### config.mk
export PLATFORM = sky130hd
export DESIGN_NAME = countdown_core_flat
export DESIGN_NICKNAME = d
export VERILOG_FILES = /design/src/rtl/countdown_pkg.sv /design/src/rtl/countdown_if.sv /design/src/rtl/countdown_bcd_decrementer.sv /design/src/rtl/countdown_core.sv /design/src/flat_wrapper.sv
export SDC_FILE = /design/constraint.sdc
export NUM_CORES = 1
export LEC_CHECK = 0
export ABC_AREA = 1
export CORE_ASPECT_RATIO = 0.5
export CORE_UTILIZATION = 58
export CTS_CLUSTER_SIZE = 25
export DETAILED_ROUTE_END_ITERATION = 8
export HOLD_SLACK_MARGIN = 0.03
export PLACE_DENSITY = 0.86
export SYNTH_ARGS = -nofsm -noshare
export SYNTH_HDL_FRONTEND = slang
export SYNTH_SLANG_ARGS = --single-unit
### constraint.sdc
create_clock -name clk -period 3.3 [get_ports clk]
set_input_delay 0.66 -clock clk [delete_from_list [all_inputs] [get_ports clk]]
set_output_delay 0.66 -clock clk [all_outputs]
set_load 0.005 [all_outputs]
### src/rtl/countdown_pkg.sv
// Package shared by the countdown engine files.
//   state_t        : top-level FSM states.
//   BCD_MAX_DIGIT  : largest legal BCD digit value.
//   is_bcd_digit() : true when a nibble is a legal BCD digit (0..9).
package countdown_pkg;

  typedef enum logic [2:0] {
    IDLE  = 3'd0,
    ENTRY = 3'd1,
    RUN   = 3'd2,
    PAUSE = 3'd3,
    DONE  = 3'd4
  } state_t;

  localparam logic [3:0] BCD_MAX_DIGIT = 4'd9;

  function automatic logic is_bcd_digit(input logic [3:0] digit);
    return (digit <= BCD_MAX_DIGIT);
  endfunction

endpackage

### src/rtl/countdown_if.sv
// Keypad/tick event bus and status outputs of the countdown engine.
//   master : event source / status consumer (keypad decoder, display scanner)
//   slave  : countdown_core
// Events (tick, keydown_*) are one-cycle pulses; num is valid with keydown_num.
// Status outputs: display_en, input_bcd, remaining_bcd, running, done, alarm.
interface countdown_if #(
  parameter int DIGITS = 2
);
  logic                  tick;
  logic                  keydown_num;
  logic                  keydown_start;
  logic                  keydown_confirm;
  logic                  keydown_clear;
  logic [3:0]            num;
  logic                  display_en;
  logic [4*DIGITS-1:0]   input_bcd;
  logic [4*DIGITS-1:0]   remaining_bcd;
  logic                  running;
  logic                  done;
  logic                  alarm;

  modport master (
    output tick, keydown_num, keydown_start, keydown_confirm, keydown_clear, num,
    input  display_en, input_bcd, remaining_bcd, running, done, alarm
  );

  modport slave (
    input  tick, keydown_num, keydown_start, keydown_confirm, keydown_clear, num,
    output display_en, input_bcd, remaining_bcd, running, done, alarm
  );
endinterface

### src/rtl/countdown_bcd_decrementer.sv
// Combinational multi-digit BCD decrement.
//   value     : DIGITS-digit BCD input, digit 0 in [3:0]
//   value_dec : value - 1 in BCD (each digit wraps 0 -> 9 with a borrow)
//   is_one    : value equals 1
module bcd_decrementer
  import countdown_pkg::*;
#(
  parameter int DIGITS = 2
) (
  input  logic [4*DIGITS-1:0] value,
  output logic [4*DIGITS-1:0] value_dec,
  output logic                is_one
);

  logic       borrow_s;
  logic [3:0] digit_s;

  // Ripple a borrow from digit 0 upward; a zero digit under borrow becomes 9.
  always_comb begin
    borrow_s  = 1'b1;
    digit_s   = 4'd0;
    value_dec = '0;
    for (int i = 0; i < DIGITS; i++) begin
      digit_s = value[4*i +: 4];
      if (borrow_s) begin
        if (digit_s == 4'd0) begin
          value_dec[4*i +: 4] = BCD_MAX_DIGIT;
          borrow_s            = 1'b1;
        end else begin
          value_dec[4*i +: 4] = digit_s - 4'd1;
          borrow_s            = 1'b0;
        end
      end else begin
        value_dec[4*i +: 4] = digit_s;
        borrow_s            = 1'b0;
      end
    end
  end

  assign is_one = (value == (4*DIGITS)'(1));

endmodule

### src/rtl/countdown_core.sv
// Parametrised BCD countdown engine.
//   clk, rst_n : clock and asynchronous active-low reset
//   bus        : countdown_if.slave -- keypad events and 1 Hz tick in,
//                registered status (display_en, input_bcd, remaining_bcd,
//                running, done, alarm) out
// Parameters: DIGITS (1..8), AUTO_RELOAD (0/1), ALARM_TICKS (>=1).
module countdown_core
  import countdown_pkg::*;
#(
  parameter int DIGITS      = 2,
  parameter int AUTO_RELOAD = 0,
  parameter int ALARM_TICKS = 3
) (
  input  logic           clk,
  input  logic           rst_n,
  countdown_if.slave     bus
);

  localparam int              W          = 4 * DIGITS;
  localparam int              ACW        = $clog2(ALARM_TICKS + 1);
  localparam logic [ACW-1:0]  ALARM_LAST = ACW'(ALARM_TICKS - 1);

  state_t          state_r;
  logic [W-1:0]    input_r;
  logic [W-1:0]    remaining_r;
  logic            display_en_r;
  logic            running_r;
  logic            done_r;
  logic            alarm_r;
  logic [ACW-1:0]  alarm_cnt_r;
  logic            reload_pending_r;

  logic            key_any_s;
  logic [W-1:0]    shifted_s;
  logic [W-1:0]    remaining_dec_s;
  logic            remaining_is_one_s;

  // Any key pulse clears the alarm and swallows a same-cycle tick.
  assign key_any_s = bus.keydown_num | bus.keydown_start |
                     bus.keydown_confirm | bus.keydown_clear;

  // Entry shift: drop the MSD, new digit enters at digit 0.
  if (DIGITS == 1) begin : g_shift_one
    assign shifted_s = bus.num;
  end else begin : g_shift_multi
    assign shifted_s = {input_r[W-5:0], bus.num};
  end

  bcd_decrementer #(.DIGITS(DIGITS)) u_dec (
    .value     (remaining_r),
    .value_dec (remaining_dec_s),
    .is_one    (remaining_is_one_s)
  );

  // Control FSM, entry register, remaining counter and alarm timer.
  always_ff @(posedge clk or negedge rst_n) begin
    if (!rst_n) begin
      state_r          <= IDLE;
      input_r          <= '0;
      remaining_r      <= '0;
      display_en_r     <= 1'b0;
      running_r        <= 1'b0;
      done_r           <= 1'b0;
      alarm_r          <= 1'b0;
      alarm_cnt_r      <= '0;
      reload_pending_r <= 1'b0;
    end else begin
      done_r <= 1'b0;

      // Alarm timer; the zero-reaching tick below may re-arm it.
      if (key_any_s) begin
        alarm_r     <= 1'b0;
        alarm_cnt_r <= '0;
      end else if (bus.tick && alarm_r) begin
        if (alarm_cnt_r == ALARM_LAST) begin
          alarm_r     <= 1'b0;
          alarm_cnt_r <= '0;
        end else begin
          alarm_cnt_r <= alarm_cnt_r + ACW'(1);
        end
      end else begin
        alarm_cnt_r <= alarm_cnt_r;
      end

      // Auto-reload lands one cycle after zero; a key this cycle may override it.
      if (reload_pending_r) begin
        remaining_r      <= input_r;
        reload_pending_r <= 1'b0;
      end else begin
        reload_pending_r <= 1'b0;
      end

      case (state_r)
        IDLE: begin
          if (bus.keydown_start) begin
            state_r      <= ENTRY;
            input_r      <= '0;
            display_en_r <= 1'b1;
          end else begin
            state_r <= IDLE;
          end
        end

        ENTRY: begin
          if (bus.keydown_clear) begin
            input_r <= '0;
          end else if (bus.keydown_confirm) begin
            if (input_r != '0) begin
              remaining_r <= input_r;
              state_r     <= RUN;
              running_r   <= 1'b1;
            end else begin
              state_r <= ENTRY;
            end
          end else if (bus.keydown_start) begin
            state_r <= ENTRY;
          end else if (bus.keydown_num && is_bcd_digit(bus.num)) begin
            input_r <= shifted_s;
          end else begin
            state_r <= ENTRY;
          end
        end

        RUN: begin
          if (bus.keydown_clear) begin
            state_r          <= ENTRY;
            input_r          <= '0;
            remaining_r      <= '0;
            running_r        <= 1'b0;
            reload_pending_r <= 1'b0;
          end else if (bus.keydown_confirm) begin
            state_r   <= PAUSE;
            running_r <= 1'b0;
          end else if (bus.keydown_start) begin
            remaining_r <= input_r;
          end else if (bus.keydown_num) begin
            state_r <= RUN;
          end else if (bus.tick && (remaining_r != '0)) begin
            if (remaining_is_one_s) begin
              remaining_r <= '0;
              done_r      <= 1'b1;
              alarm_r     <= 1'b1;
              alarm_cnt_r <= '0;
              if (AUTO_RELOAD != 0) begin
                reload_pending_r <= 1'b1;
              end else begin
                state_r   <= DONE;
                running_r <= 1'b0;
              end
            end else begin
              remaining_r <= remaining_dec_s;
            end
          end else begin
            state_r <= RUN;
          end
        end

        PAUSE: begin
          if (bus.keydown_clear) begin
            state_r     <= ENTRY;
            input_r     <= '0;
            remaining_r <= '0;
          end else if (bus.keydown_confirm) begin
            state_r   <= RUN;
            running_r <= 1'b1;
          end else if (bus.keydown_start) begin
            state_r     <= RUN;
            running_r   <= 1'b1;
            remaining_r <= input_r;
          end else begin
            state_r <= PAUSE;
          end
        end

        DONE: begin
          if (bus.keydown_clear) begin
            state_r <= ENTRY;
            input_r <= '0;
          end else if (bus.keydown_confirm) begin
            state_r     <= RUN;
            running_r   <= 1'b1;
            remaining_r <= input_r;
          end else if (bus.keydown_start) begin
            state_r      <= IDLE;
            input_r      <= '0;
            remaining_r  <= '0;
            display_en_r <= 1'b0;
          end else begin
            state_r <= DONE;
          end
        end

        default: begin
          state_r          <= IDLE;
          input_r          <= '0;
          remaining_r      <= '0;
          display_en_r     <= 1'b0;
          running_r        <= 1'b0;
          alarm_r          <= 1'b0;
          reload_pending_r <= 1'b0;
        end
      endcase
    end
  end

  assign bus.display_en    = display_en_r;
  assign bus.input_bcd     = input_r;
  assign bus.remaining_bcd = remaining_r;
  assign bus.running       = running_r;
  assign bus.done          = done_r;
  assign bus.alarm         = alarm_r;

endmodule

### src/flat_wrapper.sv
// flat-port wrapper written by rule: the top's interface ports become plain ports
module countdown_core_flat import countdown_pkg::*;
#(
  parameter int DIGITS      = 2,
  parameter int AUTO_RELOAD = 0,
  parameter int ALARM_TICKS = 3
)
  (clk, rst_n, bus_tick, bus_keydown_num, bus_keydown_start, bus_keydown_confirm, bus_keydown_clear, bus_num, bus_display_en, bus_input_bcd, bus_remaining_bcd, bus_running, bus_done, bus_alarm);
  countdown_if #(.DIGITS(DIGITS)) bus_i ();
  input  logic clk;
  input  logic rst_n;
  input wire logic [$bits(bus_i.tick)-1:0] bus_tick;
  input wire logic [$bits(bus_i.keydown_num)-1:0] bus_keydown_num;
  input wire logic [$bits(bus_i.keydown_start)-1:0] bus_keydown_start;
  input wire logic [$bits(bus_i.keydown_confirm)-1:0] bus_keydown_confirm;
  input wire logic [$bits(bus_i.keydown_clear)-1:0] bus_keydown_clear;
  input wire logic [$bits(bus_i.num)-1:0] bus_num;
  output wire logic [$bits(bus_i.display_en)-1:0] bus_display_en;
  output wire logic [$bits(bus_i.input_bcd)-1:0] bus_input_bcd;
  output wire logic [$bits(bus_i.remaining_bcd)-1:0] bus_remaining_bcd;
  output wire logic [$bits(bus_i.running)-1:0] bus_running;
  output wire logic [$bits(bus_i.done)-1:0] bus_done;
  output wire logic [$bits(bus_i.alarm)-1:0] bus_alarm;
  assign bus_i.tick = bus_tick;
  assign bus_i.keydown_num = bus_keydown_num;
  assign bus_i.keydown_start = bus_keydown_start;
  assign bus_i.keydown_confirm = bus_keydown_confirm;
  assign bus_i.keydown_clear = bus_keydown_clear;
  assign bus_i.num = bus_num;
  assign bus_display_en = bus_i.display_en;
  assign bus_input_bcd = bus_i.input_bcd;
  assign bus_remaining_bcd = bus_i.remaining_bcd;
  assign bus_running = bus_i.running;
  assign bus_done = bus_i.done;
  assign bus_alarm = bus_i.alarm;
  countdown_core #(.DIGITS(DIGITS), .AUTO_RELOAD(AUTO_RELOAD), .ALARM_TICKS(ALARM_TICKS)) u_core (.clk(clk), .rst_n(rst_n), .bus(bus_i));
endmodule
==> results of run 1 <==
worst max path at each step:
stage                                 start                     endpoint  slack, ns
after floorplan           bus_keydown_clear  u_core.bus.remaining_bcd[0]       1.48
after global placement    bus_keydown_clear  u_core.bus.remaining_bcd[3]       0.67
after detailed placement  bus_keydown_clear  u_core.bus.remaining_bcd[0]       0.61
after CTS                 bus_keydown_clear  u_core.bus.remaining_bcd[0]       0.91
after global routing      bus_keydown_clear  u_core.bus.remaining_bcd[0]       0.64
final                     bus_keydown_clear  u_core.bus.remaining_bcd[0]       0.85
state kept, by name, indices dropped and copies added (netlist names):
register and count:
u_core.state_r 3, u_core.bus.done 1, u_core.alarm_cnt_r 2, u_core.bus.remaining_bcd 8, u_core.bus.running 1, u_core.bus.alarm 1
u_core.bus.input_bcd 8, u_core.bus.display_en 1
cells in the mapped netlist (all sizes together):
master / instances / area, µm²
nand4: 10 / 62.6
o211ai: 3 / 22.5
o21bai: 1 / 7.51
xnor2: 1 / 8.76
clkinv: 1 / 3.75
xor2: 1 / 8.76
ha: 2 / 25.0
o22ai: 4 / 25.0
o21a: 1 / 7.51
buf: 3 / 30.0
dfrtp: 25 / 626
nor3: 3 / 15.0
o21ai: 30 / 184
a21oi: 1 / 5.00
nor2: 43 / 181
nand2: 91 / 349
inv: 39 / 149
a31oi: 3 / 18.8
nand3: 38 / 195
power groups by stage:
| stage | sequential (mW) | combinational, mW | clock, mW |
|---|---|---|---|
| 3_5_place_dp | 0.497 | 1.08 | 0 |
| 3_3_place_gp | 0.493 | 1.06 | 0 |
| 4_1_cts | 0.492 | 1.09 | 0.191 |
| 2_1_floorplan | 0.485 | 0.727 | 0 |
| 5_1_grt | 0.509 | 1.22 | 0.200 |
| 6_report | 0.493 | 1.10 | 0.187 |
logic make-up (layout without fill, tap and decap cells):
group,Yosys count,count (layout),share of synthesized area (%)
flops,25,25,32.5
xor+xnor,2,2,0.910
buf+inv,43,76,9.49
fa+ha+maj,2,2,1.30
simple gates,185,185,41.7
compound gates,43,43,14.0
routing by layer:
layer / GRT usage (%) / vias to the layer above
met5: 0 / -
met4: 2.37 / 0
met3: 8.56 / 2
met2: 40.5 / 109
met1: 46.4 / 956
li1: - / 1048
worst max-delay path: stages:
cell	delay [ns]
sky130_fd_sc_hd__clkdlybuf4s50_1	0.66
sky130_fd_sc_hd__clkinv_1	0.35
sky130_fd_sc_hd__nand3_1	0.24
sky130_fd_sc_hd__nand3_1	0.09
sky130_fd_sc_hd__nor2_1	0.17
sky130_fd_sc_hd__nand2_1	0.16
sky130_fd_sc_hd__o21ai_0	0.22
sky130_fd_sc_hd__nand2_1	0.07
final cells by class:
class | count | area share (%)
Tap cell | 40 | 2.17
Clock buffer | 3 | 1.79
Multi-Input combinational cell | 232 | 48.4
Inverter | 40 | 6.62
Timing Repair Buffer | 32 | 13.7
Clock inverter | 1 | 0.217
Sequential cell | 25 | 27.1
stage by stage:
| stage | hold slack, ns | utilization, % | setup slack [ns] | cell area, µm² |
|---|---|---|---|---|
| after floorplan | 0.364 | - | 1.48 | 1920 |
| after global placement | 0.456 | 73.3 | 0.670 | 2260 |
| after detailed placement | 0.464 | 73.3 | 0.611 | 2260 |
| after CTS | 0.487 | 74.8 | 0.909 | 2310 |
| after global routing | 0.534 | 74.8 | 0.637 | 2310 |
| final | 0.484 | 74.8 | 0.847 | 2310 |
==> results.rst, run 1 <==
.. list-table::
   :header-rows: 1

   * - Metric
     - Value
   * - Run status
     - completed
   * - Violation count after the first detailed-routing iteration
     - approximately 230
   * - Synthesized area
     - 0.00192 mm²
   * - Die outline area
     - around 0.0036 mm²
   * - Most used cells in the layout excluding fill and tap cells
     - 88 x sky130_fd_sc_hd__nand2_1, 38 x sky130_fd_sc_hd__inv_1, 37 x sky130_fd_sc_hd__nor2_1, 37 x sky130_fd_sc_hd__nand3_1, 30 x sky130_fd_sc_hd__clkdlybuf4s50_1
   * - Register-to-Register Path Depth
     - 10
   * - Net Count, Synth
     - between 300 and 400
   * - Sequential cell area
     - about 630 µm²
   * - Post-layout net count
     - about 350
   * - Sequential share of the synthesized area
     - 32.5%
   * - Hold-critical path endpoint
     - u_core.bus.running
   * - Critical register-to-register path startpoint
     - u_core.state_r[2]
   * - Remaining Overflow, GRT
     - 0
   * - Clock root buffer master
     - sky130_fd_sc_hd__clkbuf_8
   * - Share of total power in the clock network
     - a little over a tenth
   * - Switching pwr
     - between 800 and 900 µW
   * - Count of cells along the worst hold path
     - 2
   * - Synthesis-to-finish area growth
     - 19.8%
   * - Row count
     - 14
   * - H-Tree Depth
     - 1
   * - Die boundary width
     - approximately 83 µm
   * - Ports
     - 31
   * - Routability congestion estimate
     - 0.929
   * - Number of distinct library cell variants in the gate-level netlist after synthesis
     - 27
   * - Combinational Power Share
     - roughly three fifths
   * - Routed wire length per instance
     - ~13 µm
   * - Type of the worst min-delay path
     - flip-flop to flip-flop
   * - Wl on met1
     - about 2400 µm
   * - Worst reg-to-reg setup slack
     - approximately 1.4 ns
   * - Non-filler cells, final
     - between 300 and 400
   * - Number of filler cells placed in the layout
     - 248
   * - Maximum ir drop on the vdd rail
     - roughly 0.48 mV
   * - RSZ-0062 raised after global routing
     - no
   * - Routed met3 length
     - 562 µm
   * - Number of global-route vias before repair
     - between 1,500 and 2,000
   * - Peak fanout along the critical path
     - 10
   * - Critical path class
     - input port to flip-flop
   * - Post-Route Skew
     - 0.00363 ns
   * - Final setup fails
     - 0
   * - HPWL Detailed
     - ~4000 µm
   * - Cell internal power dissipation
     - about 900 µW
   * - Count of placed standard cells including taps
     - about 370
   * - Overall Power
     - roughly 1.8 mW
   * - Min-Delay Startpoint
     - u_core.bus.running
   * - Number of CTS-inserted buffers
     - 3
   * - Ant. Diodes
     - 0
   * - Worst path required time
     - 3.46 ns
   * - Arrival time of the worst setup path
     - about 2.6 ns
   * - Static Leakage
     - roughly 1.1 nW
   * - CORE AREA
     - between 0.003 and 0.004 mm²
   * - Clock latency at the later pin of the worst-skew pair
     - about 0.27 ns
   * - Synthesized instance count
     - 300
   * - Effective utilization at floorplan
     - a little over three fifths
   * - Count of input and output buffers
     - 30
   * - Highest layer used for signal routing
     - met4
   * - Global-route usage over all layers
     - ~29%
   * - Proportion of layout cells with a drive suffix above 1
     - between 7 and 8%
   * - Area of the multi-input gates
     - 0.00112 mm²
   * - Flip-flop and latch count after synthesis
     - 25
   * - Startpoint types
     - input port
   * - Leading cell type in the layout, fill and taps excluded
     - sky130_fd_sc_hd__nand2_1
   * - Pwr per Cell Area
     - slightly below 800 mW/mm²
   * - Hold-fix buffers, CTS
     - 0
   * - Per-cell via count in the routed design
     - around 5.7
   * - Yosys Warn Count
     - 0
   * - # resized after CTS
     - 0
   * - Element type at the critical path end
     - flip-flop
   * - Maximum clock insertion buffer count
     - 2
   * - Power share of the sequential group
     - between 20% and 30%
   * - Count of clock tree sinks
     - 25
   * - Clock tree from TritonCTS
     - yes
   * - Reg2Reg Capture Point
     - u_core.state_r[1]
   * - Met2 WL
     - just under 2000 µm
   * - Average size of a mapped cell
     - ~6.4 µm²
   * - Initial antenna violation count
     - 0
   * - Max-Cap Viols
     - 0
   * - Switch share
     - between 50% and 60%
   * - Maximum number of pins on one net before global-route repair
     - 26
   * - Final Routed Wirelength
     - between 4000 and 5000 µm
   * - Global-route wire length before repair
     - 8160 µm
   * - Register clock-pin slew on the reported worst setup and hold paths
     - approximately 0.090 ns
   * - Worst Max-Slew Pin Slew
     - 0.467 ns
   * - Fmax
     - approximately 410 MHz
   * - Vias post-DR
     - 2,115
   * - DR pass1 iterations
     - 5
   * - Post-layout minimum cycle time
     - between 2 and 2.5 ns
   * - Slew margin rel.
     - slightly below 70%
   * - Y dimension of the die
     - around 43 µm
   * - Hold violation count in the final report
     - 0
   * - Antenna-violating nets left
     - 0
   * - Fin. max-slew vios
     - 0
   * - Period utilisation layout
     - about three quarters
   * - Final total negative setup slack
     - 0 ns
   * - DRC viols
     - 0
   * - Post-CTS Repair Setup Buffers
     - 0
Note: power is estimated with default switching activity, not from simulation.
==> run 2: changes to the inputs <==
--- a/config.mk
+++ b/config.mk
@@ -7,11 +7,11 @@
 export LEC_CHECK = 0
 export ABC_AREA = 1
 export CORE_ASPECT_RATIO = 0.5
-export CORE_UTILIZATION = 58
+export CORE_UTILIZATION = 48
 export CTS_CLUSTER_SIZE = 25
 export DETAILED_ROUTE_END_ITERATION = 8
 export HOLD_SLACK_MARGIN = 0.03
-export PLACE_DENSITY = 0.86
+export PLACE_DENSITY = 0.76
 export SYNTH_ARGS = -nofsm -noshare
 export SYNTH_HDL_FRONTEND = slang
 export SYNTH_SLANG_ARGS = --single-unit
==> constraint.sdc (replaced) <==
create_clock -name clk -period 2.2 [get_ports clk]
set_input_delay 0.44 -clock clk [delete_from_list [all_inputs] [get_ports clk]]
set_output_delay 0.44 -clock clk [all_outputs]
set_load 0.005 [all_outputs]
==> results.rst, run 2 (synthesized netlist as in run 1, its figures left out) <==
.. list-table::
   :header-rows: 1

   * - Metric
     - Value
   * - Routability congestion estimate
     - 1.05 (was 0.929)
   * - Proportion of layout cells with a drive suffix above 1
     - 10.8% (was 7.81%)
   * - Most used cells in the layout excluding fill and tap cells
     - 88 x sky130_fd_sc_hd__nand2_1, 38 x sky130_fd_sc_hd__inv_1, 37 x sky130_fd_sc_hd__nand3_1 (was 88 x sky130_fd_sc_hd__nand2_1, 38 x sky130_fd_sc_hd__inv_1, 37 x sky130_fd_sc_hd__nor2_1, 37 x sky130_fd_sc_hd__nand3_1, 30 x sky130_fd_sc_hd__clkdlybuf4s50_1)
   * - Antenna-violating nets left
     - 0 (unchanged)
   * - Count of clock tree sinks
     - 25 (unchanged)
   * - DR pass1 iterations
     - 4 (was 5)
   * - Fmax
     - ~510 MHz
   * - DP Worst Slack
     - 0.00284 ns (was 0.611 ns)
   * - Register-to-Register Path Depth
     - 11 (was 10)
   * - Worst path required time
     - 2.42 ns (was 3.46 ns)
   * - Initial antenna violation count
     - 0 (unchanged)
   * - Element type at the critical path end
     - flip-flop (unchanged)
   * - Ant. Diodes
     - 0 (unchanged)
   * - Peak fanout along the critical path
     - 7 (was 10)
   * - Hold-critical path endpoint
     - u_core.bus.running (unchanged)
   * - Run status
     - completed (unchanged)
   * - Remaining Overflow, GRT
     - 0 (unchanged)
   * - Arrival time of the worst setup path
     - 2.18 ns (was 2.62 ns)
   * - Cell internal power dissipation
     - 1.37 mW (was 883 µW)
   * - H-Tree Depth
     - 1 (unchanged)
   * - Critical register-to-register path startpoint
     - u_core.state_r[2] (unchanged)
   * - Count of cells along the worst hold path
     - 2 (unchanged)
   * - Ports
     - 31 (unchanged)
   * - Hold-fix buffers, CTS
     - 0 (unchanged)
   * - Effective utilization at floorplan
     - 53.1% (was 62.4%)
   * - Minimum setup slack in the final design
     - 0.237 ns (was 0.847 ns)
   * - Post-layout net count
     - 357 (was 347)
   * - Switching pwr
     - 1.37 mW (was 893 µW)
   * - Min-Delay Startpoint
     - u_core.bus.running (unchanged)
   * - RSZ-0062 raised after global routing
     - no (unchanged)
   * - Combinational Power Share
     - 62.4% (was 61.7%)
   * - Number of global-route vias before repair
     - 1,822 (was 1,713)
   * - Critical path class
     - input port to flip-flop (unchanged)
   * - Switch share
     - 50.0% (was 50.3%)
   * - Die outline area
     - 0.00428 mm² (was 0.00357 mm²)
   * - Synthesis-to-finish area growth
     - 24.6% (was 19.8%)
   * - Vias post-DR
     - 2,121 (was 2,115)
   * - Critical path origin
     - bus_keydown_start (was bus_keydown_clear)
   * - Count of placed standard cells including taps
     - 390 (was 369)
   * - Row count
     - 15 (was 14)
   * - Post-CTS Repair Setup Buffers
     - 0 (unchanged)
   * - Maximum number of pins on one net before global-route repair
     - 26 (unchanged)
   * - Worst Max-Slew Pin Slew
     - 0.392 ns (was 0.467 ns)
   * - Maximum ir drop on the vdd rail
     - 0.558 mV (was 0.477 mV)
   * - Per-cell via count in the routed design
     - 5.38 (was 5.67)
   * - Leading cell type in the layout, fill and taps excluded
     - sky130_fd_sc_hd__nand2_1 (unchanged)
   * - Period utilisation layout
     - around nine tenths
   * - Type of the worst min-delay path
     - flip-flop to flip-flop (unchanged)
   * - Clock tree from TritonCTS
     - yes (unchanged)
   * - Global-route wire length before repair
     - 8740 µm (was 8160 µm)
   * - Final Routed Wirelength
     - 5460 µm (was 4970 µm)
   * - Static Leakage
     - 1.19 nW (was 1.14 nW)
   * - Reg2Reg Capture Point
     - u_core.state_r[1] (unchanged)
   * - Number of filler cells placed in the layout
     - 335 (was 248)
   * - Hold violation count in the final report
     - 0 (unchanged)
   * - Post-layout minimum cycle time
     - 1.96 ns
   * - Fin. max-slew vios
     - 0 (unchanged)
   * - Die boundary width
     - 91.5 µm (was 83.5 µm)
   * - Non-filler cells, final
     - 394 (was 373)
   * - DRC viols
     - 0 (unchanged)
   * - Share of total power in the clock network
     - 10.3% (was 10.5%)
   * - Maximum clock insertion buffer count
     - 2 (unchanged)
   * - Clock root buffer master
     - sky130_fd_sc_hd__clkbuf_8 (unchanged)
   * - Final total negative setup slack
     - 0 ns (unchanged)
   * - Worst reg-to-reg setup slack
     - 0.25 ns (was 1.37 ns)
   * - Register clock-pin slew on the reported worst setup and hold paths
     - 0.09 ns (about the same)
   * - Global-route usage over all layers
     - 27.1% (was 29.3%)
   * - Slew margin rel.
     - 73.8% (was 68.6%)
   * - Post-Route Skew
     - 0.00811 ns (was 0.00363 ns)
   * - Routed wire length per instance
     - 13.8 µm (was 13.3 µm)
   * - Max-Cap Viols
     - 0 (unchanged)
   * - HPWL Detailed
     - 4340 µm (was 3950 µm)
   * - Clock latency at the later pin of the worst-skew pair
     - 0.28 ns (was 0.27 ns)
   * - Final setup fails
     - 0 (unchanged)
   * - CORE AREA
     - 0.00362 mm² (was 0.00308 mm²)
   * - Startpoint types
     - input port (unchanged)
   * - Y dimension of the die
     - 46.8 µm (was 42.7 µm)
   * - Pwr per Cell Area
     - 1140 mW/mm² (was 770 mW/mm²)
   * - Violation count after the first detailed-routing iteration
     - 201 (was 231)
   * - Number of CTS-inserted buffers
     - 3 (unchanged)
   * - Power share of the sequential group
     - 27.3% (was 27.8%)
   * - Count of input and output buffers
     - 30 (unchanged)
[run 2: cell count changes in the layout (fill, tap and decap cells not counted)]
cell,previous run,this run
sky130_fd_sc_hd__nor2_2,5,6
sky130_fd_sc_hd__buf_4,2,12
sky130_fd_sc_hd__nor2_1,37,36
[run 2: area by class of cell]
type	count	area [µm²]	area share, %
well taps	51	63.8	2.66
inverters	40	153	6.37
clock inverters	1	5.00	0.209
multi-input cells	232	1120	46.7
flip-flops and latches	25	626	26.1
repair buffers	42	390	16.3
clock buffers	3	41.3	1.72
[run 2: timing repair]
item                       in CTS  in global routing
resized for setup               0                  1
hold endpoints to repair        0                  0
setup endpoints to repair       0                  1
[run 2: worst max path at each step]
stage / slack (ns) / cells after the start / endpoint
floorplan: 0.60 / 9 / u_core.bus.remaining_bcd[0]
global placement: 0.10 / 10 / u_core.bus.remaining_bcd[2]
detailed placement: 0.003 / 10 / u_core.bus.remaining_bcd[0]
CTS: 0.22 / 11 / u_core.state_r[1]
global route: 0.06 / 9 / u_core.bus.remaining_bcd[1]
finish: 0.24 / 10 / u_core.bus.remaining_bcd[0]
[run 2: metrics by stage]
| stage | util, % | power, mW | instance area (µm²) | hold WS (ns) |
|---|---|---|---|---|
| floorplan | - | 1.82 | 1920 | 0.144 |
| global placement | 64.8 | 2.38 | 2350 | 0.457 |
| detailed placement | 64.8 | 2.43 | 2350 | 0.464 |
| CTS | 66.1 | 2.72 | 2390 | 0.482 |
| global route | 66.2 | 3.00 | 2400 | 0.529 |
| finish | 66.2 | 2.74 | 2400 | 0.477 |
[run 2: routing by layer]
metal  vias up  part of all wire, %  global-route usage, %
met2        80                   41                   40.8
met3         2                  9.1                   7.61
met5         -                    0                      0
met1       973                   50                   40.1
li1       1066                    -                      -
met4         0                 0.29                   3.49
[run 2: power groups by stage]
stage / combinational, mW / sequential (mW) / clock, mW
after floorplan: 1.09 / 0.728 / 0
after global routing: 1.92 / 0.771 / 0.302
final: 1.71 / 0.749 / 0.281
after detailed placement: 1.68 / 0.753 / 0
after global placement: 1.64 / 0.743 / 0
after CTS: 1.69 / 0.744 / 0.289
[run 2: critical path, cell delays in order]
cell                              delay, ns
sky130_fd_sc_hd__clkdlybuf4s50_1       0.67
sky130_fd_sc_hd__nor2_2                0.09
sky130_fd_sc_hd__buf_4                 0.16
sky130_fd_sc_hd__nand2_1               0.12
sky130_fd_sc_hd__nor2_1                0.06
sky130_fd_sc_hd__nor2_1                0.16
sky130_fd_sc_hd__nand2_1               0.15
sky130_fd_sc_hd__nor2_2                0.18
sky130_fd_sc_hd__nand2_1               0.08
sky130_fd_sc_hd__nand2_1               0.07
==> RTL change 1, RTL diff (flow settings as in run 1) <==
`BCD_MAX_DIGIT`: 4'd9 -> 4'd8.
--- a/src/rtl/countdown_pkg.sv
+++ b/src/rtl/countdown_pkg.sv
@@ -13,5 +13,5 @@
   } state_t;
 
-  localparam logic [3:0] BCD_MAX_DIGIT = 4'd9;
+  localparam logic [3:0] BCD_MAX_DIGIT = 4'd8;
 
   function automatic logic is_bcd_digit(input logic [3:0] digit);
Formal check against the unedited RTL: not equivalent (a bounded check fails within 4 cycles, from zero or initial values and one cycle with rst_n low).
==> RTL change 1 against run 1 <==
  * Worst setup slack gained 0.15 ns
  * Via count grew 7.2%
  * Wire length grew 18%
  * Power grew 2.6%
  * Sequential cell count is the same
  * Design area grew 8.4%
  * Combinational power is essentially flat
  * Non-clock buffer count shrank 1
  * Area after synthesis grew 11%
  * Final cell count grew 7.2%
  * Count of clock-buffer cells in the layout grew 1
  * Largest cell class unchanged
  * Largest power group unchanged
==> RTL change 1: results (changes against run 1) <==
stage,metric,value,unit,change
route,Iteration-0 DRC Markers,207,,-10%
route,WL/cell,14.7,um,+10%
finish,NonClk Buf Share,0.123,,-0.0136
yosys,synth cell count leaders,"nand2_1 (106), nand3_1 (35), nor2_1 (35), inv_1 (29), dfrtp_1 (25)",,
yosys,Synth cell types,36,,+33%
run_status,outcome,finished clean,,
route,DR WL met2,2490,um,+25%
cts,Post-CTS Setup Inserts,0,,unchanged
setup_path,R2R depth,8,,-2
power,Flop+latch power,0.000535,W,+8.5%
setup_path,Worst R2R End,u_core.state_r[0]$_DFFE_PN0P_,,
finish,fillers,304,,+23%
placement,Setup WS pre-CTS,0.735,ns,+0.124 ns
placement,Placed Instance Area,0.00245,mm^2,+8.6%
power,Leak Pwr,1.20,nW,+5.2%
finish,Layout clock buffers,4,,+1
min_path,Hold Path Class,register to register,,
finish,fin cells,400,,+7.2%
finish,Non-clk invs,33,,-18%
setup_path,RR Startpoint,u_core.state_r[1]$_DFFE_PN0P_,,
finish,Layout Cell Area excl Fill,0.00250,mm^2,+8.4%
finish,seq_cells,25,,unchanged
placement,HPWL Detailed,4590,um,+16%
finish,clock network area share,0.0180,,-0.00206
global_route,total global-route track usage,0.318,,+0.0242
route,routed wl met3,523,um,-6.9%
power,P_sw,0.000937,W,+4.9%
finish,fraction of area in multi-input gates,0.531,,+0.0465
global_route,global-route wire length before repair,9470,um,+16%
yosys,synth top area cells,"dfrtp_1 (29%), nand2_1 (19%), nand3_1 (8.2%)",,
sta,Min Hold Slack,0.487,ns,+0.00369 ns
sta,slew margin rel.,0.607,,-0.0791
setup_path,CP arrival,2.52,ns,-0.10 ns
yosys,"Seq/Total Area, Yosys",0.292,,-0.0334
setup_path,worst-path maximum fanout,13,,+3
sta,skew final,0.00700,ns,+0.00337 ns
power,Flop pwr share,0.294,,+0.016
route,met1 WL,2820,um,+17%
route,vias,2268,,+7.2%
finish,layout cells sized above 1,0.106,,+0.0279
global_route,vias in the first global route,1922,,+12%
finish,Final nets,366,,+5.5%
power,part of the power in the clock network,0.102,,-0.003
finish,multi-input logic cell count,256,,+10%
yosys,Syn Inst Count,320,,+6.7%
finish,Non-clock buffers,31,,-3.1%
power,peak supply drop,463,uV,-2.9%
yosys,Synth Cell Area,0.00214,mm^2,+11%
RTL change 1: cell count changes after synthesis, sizes merged, moves of 5 or more:
cell,delta
a21oi,+6
nand4,-5
a22oi,+5
nand2,+26
nor3,+5
o21ai,-15
inv,-6
RTL change 1: worst max path at each step:
stage	startpoint	endpoint	slack (ns)	cells past startpoint
finish	bus_keydown_clear	u_core.bus.remaining_bcd[7]$_DFFE_PN0P_	1.0	10
global route	bus_keydown_clear	u_core.state_r[1]$_DFFE_PN0P_	0.80	11
CTS	bus_keydown_clear	u_core.bus.remaining_bcd[5]$_DFFE_PN0P_	1.01	10
global placement	bus_keydown_clear	u_core.bus.remaining_bcd[5]$_DFFE_PN0P_	0.79	10
floorplan	bus_keydown_start	u_core.bus.remaining_bcd[7]$_DFFE_PN0P_	1.64	10
detailed placement	bus_keydown_clear	u_core.bus.remaining_bcd[7]$_DFFE_PN0P_	0.74	10
RTL change 1: routing by layer:
| layer | GRT usage | vias up |
|---|---|---|
| met5 | 0 | - |
| met4 | 0.0426 | 0 |
| met3 | 0.0878 | 6 |
| met2 | 0.476 | 95 |
| met1 | 0.468 | 1062 |
| li1 | - | 1105 |
RTL change 1: kinds of logic after synthesis:
family / Yosys count / synth area share
buffers and inverters: 39 / 0.0898
XOR/XNOR: 2 / 0.00817
flip-flops: 25 / 0.292
adder cells (fa/ha/maj): 5 / 0.0292
AND/OR/NAND/NOR: 213 / 0.473
AO/OA/AOI/OAI: 36 / 0.108
RTL change 1: critical path, cell delays in order:
cell and delay [ns]:
clkdlybuf4s50_1 0.69, nor2_2 0.36, inv_2 0.13, nor2_4 0.16, nand3_1 0.09, nand2_1 0.11
inv_1 0.07, nand3_2 0.10, nand2_1 0.06, nand2_1 0.07
==> RTL change 2, RTL diff (config.mk and constraints of run 1) <==
Without the edit above. The 5 states of `state_t` get a one-hot encoding in 5 bits.
--- a/src/rtl/countdown_pkg.sv
+++ b/src/rtl/countdown_pkg.sv
@@ -5,10 +5,10 @@
 package countdown_pkg;
 
-  typedef enum logic [2:0] {
-    IDLE  = 3'd0,
-    ENTRY = 3'd1,
-    RUN   = 3'd2,
-    PAUSE = 3'd3,
-    DONE  = 3'd4
+  typedef enum logic [4:0] {
+    IDLE  = 5'b00001,
+    ENTRY = 5'b00010,
+    RUN   = 5'b00100,
+    PAUSE = 5'b01000,
+    DONE  = 5'b10000
   } state_t;
 
Function: same outputs for any inputs over 4 cycles, from zero or initial values and one cycle with rst_n low; so few cycles prove little.
==> RTL change 2 against run 1 <==
  * Worst hold slack improved by 0.023 ns
  * Sequential power is 14% lower
  * Design area grew 15%
  * Wire length grew 21%
  * Worst setup slack got worse by 0.040 ns
  * Non-clock buffer count is 1 lower
  * Sequential cell count grew 2
  * Area after synthesis increased by 18%
  * Clock skew grew 0.0076 ns
  * Combinational power down 42%
  * Power decreased by 30%
  * Core utilization fell by 0.59 points
==> RTL change 2: results (changes against run 1) <==
stage,metric,value,unit,change
global_route,largest net degree at the start of global routing,28,,+7.7%
cts,Worst-Skew Late Latency,0.28,ns,
route,1st-pass router iterations,5,,unchanged
min_path,Hold Path Class,register to register,,
cts,CTS Buf Count,3,,unchanged
yosys,compound-cell area share of the yosys netlist,0.113,,-0.0277
yosys,main flop type after synthesis,dfrtp_1,,
route,drc violations,0,,unchanged
route,WL/cell,14.1,um,+6.0%
yosys,Mapped Nets,359,,+15%
cts,"Clk pin slew, worst setup/hold paths",0.10,ns,
finish,fillers,298,,+20%
placement,Buffers on Ports,30,,unchanged
power,Leak Pwr,1.32,nW,+16%
finish,layout cells sized above 1,0.112,,+0.0336
cts,CTS Buffer Depth,2,,unchanged
yosys,Synth Area in Adders,0.0110,,-0.00200
cts,cts repair resizes,0,,unchanged
yosys,"FFs w/ async S/R, synth",1.00,,unchanged
finish,ANT cells,0,,unchanged
route,Iteration-0 DRC Markers,201,,-13%
placement,routability cong.,1.02,,+10%
finish,Final nets,390,,+12%
global_route,antenna violations before repair,0,,unchanged
setup_path,CP arrival,2.67,ns,+0.05 ns
yosys,"Seq/Total Area, Yosys",0.298,,-0.0275
placement,HPWL Detailed,4840,um,+22%
yosys,Synth cell types,36,,+33%
global_route,total global-route track usage,0.318,,+0.0250
global_route,global-route wire length before repair,10200,um,+24%
setup_path,"slowest stage delay, CP",0.71,ns,+0.05 ns
yosys,synthesized area per cell,6.57,um^2,+2.5%
yosys,synth cell count leaders,"nand2_1 (142), nand3_1 (34), inv_1 (32), nor2_1 (29), dfrtp_1 (26)",,
power,P_sw,0.000570,W,-36%
yosys,Synthesis Warnings,0,,unchanged
finish,fin cells,427,,+14%
sta,slew margin rel.,0.603,,-0.0825
placement,Setup WS pre-CTS,0.579,ns,-0.0314 ns
sta,skew final,0.0112,ns,+0.00755 ns
placement,placed cells,423,,+15%
setup_path,worst-path maximum fanout,17,,+7
global_route,vias in the first global route,2128,,+24%
run_status,outcome,finished clean,,
setup_path,Crit-path slowest cell,clkdlybuf4s50_1,,
yosys,synth top area cells,"dfrtp_1 (29%), nand2_1 (23%), nand3_1 (7.5%)",,
route,Avg Vias per Cell,5.58,,-1.6%
power,peak supply drop,274,uV,-42%
yosys,XOR/XNOR Fraction of Synth Area,0,,-0.00910
==> RTL change 2: changes by cell type after synthesis, sizes merged, moves of 2 or more <==
cell    change
nand2      +61
o21ai      -12
a21oi       +9
nor2        -5
nand4       -4
a31oi       -3
o22ai       -3
clkbuf      +2
inv         -2
o211ai      -2
==> RTL change 2: tightest hold or removal path, delay by kind of cell, from the launching register on <==
| kind | cells | cell delay, ns |
|---|---|---|
| compound gates | 1 | 0.07 |
| flops | 1 | 0.36 |
| simple gates | 1 | 0.05 |
==> RTL change 2: power by group through the flow <==
stage	clock (W)	sequential (W)	combinational, W
2_1_floorplan	0	0.000419	0.000469
3_3_place_gp	0	0.000426	0.000609
3_5_place_dp	0	0.000428	0.000626
4_1_cts	0.000198	0.000423	0.000628
5_1_grt	0.000209	0.000429	0.000691
6_report	0.000191	0.000424	0.000633
==> RTL change 2: cell families (layout without fill, tap and decap cells) <==
family | count (synthesis) | in the layout
compound gates | 36 | 36
buf+inv | 42 | 72
flops | 27 | 27
simple gates | 239 | 239
fa+ha+maj | 2 | 2
==> RTL change 2: final timing paths <==
kind / startpoint / endpoint / slack [ns] / cells past startpoint
min in group asynchronous: rst_n / u_core.bus.input_bcd[3]$_DFFE_PN0P_ / 0.76 / 2
setup / recovery: bus_keydown_start / u_core.state_r[2]$_DFFE_PN0P_ / 0.81 / 9
hold reg to reg: u_core.bus.running$_DFFE_PN0P_ / u_core.bus.running$_DFFE_PN0P_ / 0.51 / 2
setup reg to reg: u_core.bus.remaining_bcd[4]$_DFFE_PN0P_ / u_core.bus.remaining_bcd[6]$_DFFE_PN0P_ / 1.32 / 11
max in group asynchronous: rst_n / u_core.state_r[0]$_DFFE_PN1P_ / 2.24 / 2
hold / removal: u_core.bus.running$_DFFE_PN0P_ / u_core.bus.running$_DFFE_PN0P_ / 0.51 / 2
==> RTL change 2: cell type report <==
class	count	area [um^2]	share of cell area
tap	51	63.8	0.0240
timing repair buffer	31	308	0.116
sequential	27	677	0.254
multi-input combinational	277	1430	0.537
inverter	37	139	0.0522
clock buffer	4	45.0	0.0169
==> RTL change 2: per-layer routing <==
metal | GRT usage | routed length (um)
met1 | 0.442 | 2880
met2 | 0.495 | 2580
met3 | 0.0792 | 509
met4 | 0.0968 | 59
met5 | 0 | 0
==> RTL change 2: per-stage QoR <==
step / area (um^2) / total power [W] / hold WS (ns) / util
after floorplan: 2270 / 0.000887 / 0.364 / -
after global placement: 2620 / 0.00104 / 0.460 / 0.729
after detailed placement: 2620 / 0.00105 / 0.490 / 0.729
after CTS: 2660 / 0.00125 / 0.512 / 0.742
after global routing: 2660 / 0.00133 / 0.544 / 0.742
final: 2660 / 0.00125 / 0.507 / 0.742
